`config.mk`:
```
export PLATFORM = sky130hd
export DESIGN_NAME = ecall_halt_stat_unit_flat
export DESIGN_NICKNAME = d
export VERILOG_FILES = /design/src/rtl/ecall_halt_stat_unit_if.sv /design/src/rtl/ecall_halt_stat_unit.sv /design/src/flat_wrapper.sv
export SDC_FILE = /design/constraint.sdc
export NUM_CORES = 1
export LEC_CHECK = 0
export ABC_AREA = 1
export ABC_CLOCK_PERIOD_IN_PS = 1800
export CORE_MARGIN = 10
export CORE_UTILIZATION = 40
export DETAILED_ROUTE_END_ITERATION = 12
export PLACE_DENSITY = 0.76
export REMOVE_ABC_BUFFERS = 1
export SLEW_MARGIN = 10
export SYNTH_ARGS = -nofsm -noshare
export SYNTH_HDL_FRONTEND = slang
export SYNTH_SLANG_ARGS = --single-unit
```
`constraint.sdc`:
```
create_clock -name clk -period 1.8 [get_ports clk]
set_clock_uncertainty 0.05 [all_clocks]
set_input_delay 0.36 -clock clk [delete_from_list [all_inputs] [get_ports clk]]
set_output_delay 0.36 -clock clk [all_outputs]
set_load 0.02 [all_outputs]
```
`src/rtl/ecall_halt_stat_unit_if.sv`:
```
// Decoder-side and status-side signals of the ecall/halt/statistics unit.
// The master drives decoder strobes and register values; the slave returns status and counters.
interface ecall_halt_stat_unit_if #(
  parameter int unsigned WIDTH = 32
);
  logic             ecall;
  logic             jal;
  logic             jalr;
  logic             BEQ;
  logic             BNE;
  logic             blt;
  logic             br_taken;
  logic [WIDTH-1:0] a7;
  logic [WIDTH-1:0] a0;
  logic             go;
  logic             pc_en;
  logic             halt;
  logic [WIDTH-1:0] led_data;
  logic [WIDTH-1:0] total_cycles;
  logic [WIDTH-1:0] uncond_jumps;
  logic [WIDTH-1:0] cond_taken;

  modport master (
    output ecall, jal, jalr, BEQ, BNE, blt, br_taken, a7, a0, go,
    input  pc_en, halt, led_data, total_cycles, uncond_jumps, cond_taken
  );

  modport slave (
    input  ecall, jal, jalr, BEQ, BNE, blt, br_taken, a7, a0, go,
    output pc_en, halt, led_data, total_cycles, uncond_jumps, cond_taken
  );
endinterface

```
`src/rtl/ecall_halt_stat_unit.sv`:
```
// ecall services (LED display, halt) with go-button resume, PC gating and run statistics.
// The FSM state is the registered halt bit.
module ecall_halt_stat_unit #(
  parameter int unsigned WIDTH     = 32,
  parameter int unsigned DISP_CODE = 34,
  parameter int unsigned HALT_CODE = 10
) (
  input logic                  clk,
  input logic                  rst,
  ecall_halt_stat_unit_if.slave bus
);
  localparam logic [0:0] RUN  = 1'b0;
  localparam logic [0:0] HALT = 1'b1;

  localparam logic [WIDTH-1:0] ONE       = {{(WIDTH-1){1'b0}}, 1'b1};
  localparam logic [WIDTH-1:0] DISP_VAL  = WIDTH'(DISP_CODE);
  localparam logic [WIDTH-1:0] HALT_VAL  = WIDTH'(HALT_CODE);

  logic [0:0]       state_q, state_d;
  logic             go_q, go_d;
  logic [WIDTH-1:0] led_data_q, led_data_d;
  logic [WIDTH-1:0] total_cycles_q, total_cycles_d;
  logic [WIDTH-1:0] uncond_jumps_q, uncond_jumps_d;
  logic [WIDTH-1:0] cond_taken_q, cond_taken_d;

  logic running;
  logic go_rise;

  always_comb begin
    running        = (state_q == RUN);
    go_rise        = bus.go & ~go_q;
    go_d           = bus.go;
    state_d        = state_q;
    led_data_d     = led_data_q;
    total_cycles_d = total_cycles_q;
    uncond_jumps_d = uncond_jumps_q;
    cond_taken_d   = cond_taken_q;

    if (running) begin
      total_cycles_d = total_cycles_q + ONE;
      if (bus.jal | bus.jalr)
        uncond_jumps_d = uncond_jumps_q + ONE;
      if ((bus.BEQ | bus.BNE | bus.blt) & bus.br_taken)
        cond_taken_d = cond_taken_q + ONE;
      if (bus.ecall && bus.a7 == DISP_VAL)
        led_data_d = bus.a0;
      if (bus.ecall && bus.a7 == HALT_VAL)
        state_d = HALT;
    end else if (go_rise) begin
      // Only a fresh go edge resumes; a level held across the halt was already sampled into go_q.
      state_d = RUN;
    end
  end

  always_ff @(posedge clk) begin
    if (rst) begin
      state_q        <= RUN;
      go_q           <= 1'b0;
      led_data_q     <= '0;
      total_cycles_q <= '0;
      uncond_jumps_q <= '0;
      cond_taken_q   <= '0;
    end else begin
      state_q        <= state_d;
      go_q           <= go_d;
      led_data_q     <= led_data_d;
      total_cycles_q <= total_cycles_d;
      uncond_jumps_q <= uncond_jumps_d;
      cond_taken_q   <= cond_taken_d;
    end
  end

  assign bus.pc_en        = (state_q == RUN);
  assign bus.halt         = state_q[0];
  assign bus.led_data     = led_data_q;
  assign bus.total_cycles = total_cycles_q;
  assign bus.uncond_jumps = uncond_jumps_q;
  assign bus.cond_taken   = cond_taken_q;
endmodule

```
`src/flat_wrapper.sv`:
```
// flat-port wrapper written by rule: the top's interface ports become plain ports
module ecall_halt_stat_unit_flat 
#(
  parameter int unsigned WIDTH     = 32,
  parameter int unsigned DISP_CODE = 34,
  parameter int unsigned HALT_CODE = 10
)
  (clk, rst, bus_ecall, bus_jal, bus_jalr, bus_BEQ, bus_BNE, bus_blt, bus_br_taken, bus_a7, bus_a0, bus_go, bus_pc_en, bus_halt, bus_led_data, bus_total_cycles, bus_uncond_jumps, bus_cond_taken);
  ecall_halt_stat_unit_if #(.WIDTH(WIDTH)) bus_i ();
  input logic clk;
  input logic rst;
  input wire logic [$bits(bus_i.ecall)-1:0] bus_ecall;
  input wire logic [$bits(bus_i.jal)-1:0] bus_jal;
  input wire logic [$bits(bus_i.jalr)-1:0] bus_jalr;
  input wire logic [$bits(bus_i.BEQ)-1:0] bus_BEQ;
  input wire logic [$bits(bus_i.BNE)-1:0] bus_BNE;
  input wire logic [$bits(bus_i.blt)-1:0] bus_blt;
  input wire logic [$bits(bus_i.br_taken)-1:0] bus_br_taken;
  input wire logic [$bits(bus_i.a7)-1:0] bus_a7;
  input wire logic [$bits(bus_i.a0)-1:0] bus_a0;
  input wire logic [$bits(bus_i.go)-1:0] bus_go;
  output wire logic [$bits(bus_i.pc_en)-1:0] bus_pc_en;
  output wire logic [$bits(bus_i.halt)-1:0] bus_halt;
  output wire logic [$bits(bus_i.led_data)-1:0] bus_led_data;
  output wire logic [$bits(bus_i.total_cycles)-1:0] bus_total_cycles;
  output wire logic [$bits(bus_i.uncond_jumps)-1:0] bus_uncond_jumps;
  output wire logic [$bits(bus_i.cond_taken)-1:0] bus_cond_taken;
  assign bus_i.ecall = bus_ecall;
  assign bus_i.jal = bus_jal;
  assign bus_i.jalr = bus_jalr;
  assign bus_i.BEQ = bus_BEQ;
  assign bus_i.BNE = bus_BNE;
  assign bus_i.blt = bus_blt;
  assign bus_i.br_taken = bus_br_taken;
  assign bus_i.a7 = bus_a7;
  assign bus_i.a0 = bus_a0;
  assign bus_i.go = bus_go;
  assign bus_pc_en = bus_i.pc_en;
  assign bus_halt = bus_i.halt;
  assign bus_led_data = bus_i.led_data;
  assign bus_total_cycles = bus_i.total_cycles;
  assign bus_uncond_jumps = bus_i.uncond_jumps;
  assign bus_cond_taken = bus_i.cond_taken;
  ecall_halt_stat_unit #(.WIDTH(WIDTH), .DISP_CODE(DISP_CODE), .HALT_CODE(HALT_CODE)) u_core (.clk(clk), .rst(rst), .bus(bus_i));
endmodule
```
==> results.json <==
{
  "place_inst": 1504,
  "clk_latency_ns": 0.42,
  "synth_top_area_share_pct": 37.65,
  "die_h_um": 151.5,
  "n_fill_cell": 1669,
  "drt_wl_total_mm": 22.02,
  "placed_cell_area_um2": 9382,
  "grt_pass1_wl_mm": 34.89,
  "dp_hpwl_mm": 16.67,
  "cts_sinks": 130,
  "synth_ff_type": "dfxtp_1",
  "path_cells": "clkdlybuf4s50_1",
  "slowest_delay_ns": 0.62,
  "rsz0062_at_grt": "false",
  "cts_made_buffers": 17,
  "cts_tree": "built",
  "syn_to_final_growth_pct": 44.42,
  "ios": 204,
  "yosys_warnings": 0,
  "htree_levels": 4,
  "fin_nets": 1377,
  "cp-start-kind": "flip-flop",
  "clockBufferDepth": 2,
  "slew_headroom_pct": 62.61,
  "path_delay_family": "buffers and inverters",
  "first_pass_iters": 6,
  "p_leak_uw": 0.004673,
  "peakVddDrop_v": 0.0006274,
  "fin_area_um2": 9983,
  "vias": 7448,
  "power_density_nw_per_um2": 708.5,
  "grt_pass1_vias": 7001,
  "hold_viol_final": 0,
  "root_buffer": "clkbuf_16",
  "dieArea_um2": 22940,
  "crit_type": "reg2out",
  "worstMarginPinSlew_ns": 0.5609,
  "synth_edf_count": 0,
  "final_cells": 1538,
  "min_path_type": "in2reg",
  "port_buffers": 203,
  "dieWidth_um": 151.5,
  "yosysMostFrequentCell": "nand2_1",
  "synth-seq-cells": 130,
  "async_reset_ff_share_pct": 0,
  "multi_input_area_um2": 3694,
  "slew_viol_final": 0,
  "synthCells": 1067,
  "gp_congestion": 0.9253,
  "core_area_um2": 17120,
  "diodes": 0,
  "row_count": 48,
  "synth.avg_cell_area_um2": 6.479,
  "finalCritPeriodShare_pct": 98.28,
  "cp.required_ns": 1.39,
  "grt_overflow_total": 0,
  "yosysUniqueCellTypes": 36,
  "slowest_stage": "clkdlybuf4s50_1",
  "antenna_found_initial": 0,
  "arrival_ns": 1.36,
  "regArea_um2": 2604,
  "via_per_inst": 4.843,
  "ys_top_cells_by_area": "dfxtp_1, nand2_1, nor2_1, inv_1, a21oi_1",
  "fmax_mhz": 565.3,
  "syn_area_um2": 6913,
  "finalSetupViolations": 0,
  "yosysTopAreaCell": "dfxtp_1",
  "yosysSeqAreaShare_pct": 37.65,
  "worst-path-buf-inv": 1,
  "cp_max_fo": 2,
  "end_kind": "primary output",
  "grt_usage_pct": 18.85,
  "drt_first_iter_violations": 378,
  "final_layout_size_suffix_gt1_share_pct": 9.063,
  "clkTransAtPathRegs_ns": 0.06,
  "wl_per_cell_um": 14.32,
  "max-cap-violations": 0,
  "grt_max_degree": 58,
  "min_period_ns": 1.769,
  "antenna_left": 0,
  "postLayoutCoreUtil_pct": 58.33,
  "drcViolationCount": 0,
  "yosys-top-cells-count": "nand2_1, nor2_1, dfxtp_1",
  "initial_core_util_pct": 40.39,
  "status": "finished, final reports clean"
}
-- where the power goes --
part	switching [uW]	internal, uW	total, uW
combinational	190	238	429
sequential	16.7	2900	2910
clock	1340	2390	3730
-- metal layers --
layer	up-vias	track usage, %	share of wire [%]
met5	-	0	0
met4	0	8.133	2.2
met3	33	5.762	7.1
met2	189	31.18	47
met1	3372	22.10	43
li1	3854	-	-
-- area by class of cell --
type / count / area share, %
clock buffers: 19 / 4.537
clock inverters: 13 / 1.830
inverters: 132 / 5.013
multi-input cells: 777 / 37.00
flip-flops and latches: 130 / 26.08
well taps: 225 / 2.820
repair buffers: 242 / 22.72
-- registers in the layout (all words and copies together), names as in the netlist --
register,flops
u_core.bus.cond_taken,32
u_core.go_q,1
u_core.bus.uncond_jumps,32
u_core.bus.halt,1
u_core.bus.total_cycles,32
u_core.bus.led_data,32
-- stage by stage --
stage	setup WS, ns	TNS [ns]	total power (uW)	hold WS (ns)
CTS	-0.04327	-0.04327	7154	0.3361
finish	0.03090	0	7074	0.3549
detailed placement	-0.2473	-10.15	3415	0.4191
global route	0.00009703	0	7309	0.3871
global placement	-0.1960	-7.663	3405	0.4093
floorplan	-0.4214	-15.05	3134	0.3815
-- worst paths after layout --
kind	endpoint	depth (start not counted)	slack, ns	from
min reg2reg	u_core.bus.led_data[19]	2	0.42	u_core.bus.led_data[19]
max reg2reg	u_core.bus.uncond_jumps[24]	9	0.16	u_core.bus.uncond_jumps[1]
max	bus_led_data[2]	1	0.03	u_core.bus.led_data[2]
min	u_core.bus.total_cycles[27]	5	0.35	rst
-- what timing repair did --
item	CTS	global route
endpoints found under the setup margin	110	39
pin swaps	0	3
hold buffers	0	0
hold endpoints to repair	0	0
gates resized for setup	111	32
setup buffers	0	2
-- layout by cell type, fill, tap and decap left out, types with 17 or more instances in the layout --
master	Yosys	layout
dlygate4sd2_1	0	109
nand3b_1	32	32
dfxtp_1	130	129
clkbuf_16	0	17
clkdlybuf4s50_1	0	76
inv_1	126	126
buf_4	0	35
nand3_1	64	62
a21oi_1	64	64
nand4_1	29	29
nand2_1	251	250
o21ai_0	26	26
nor2_1	221	216
-- cells by family after synthesis --
group	synth area share (%)
XOR/XNOR	1.774
AND/OR/NAND/NOR	41.59
buffers and inverters	9.611
adder cells (fa/ha/maj)	0.5430
flip-flops	37.65
AO/OA/AOI/OAI	8.833
No activity file was read; power rests on OpenSTA's default activity.
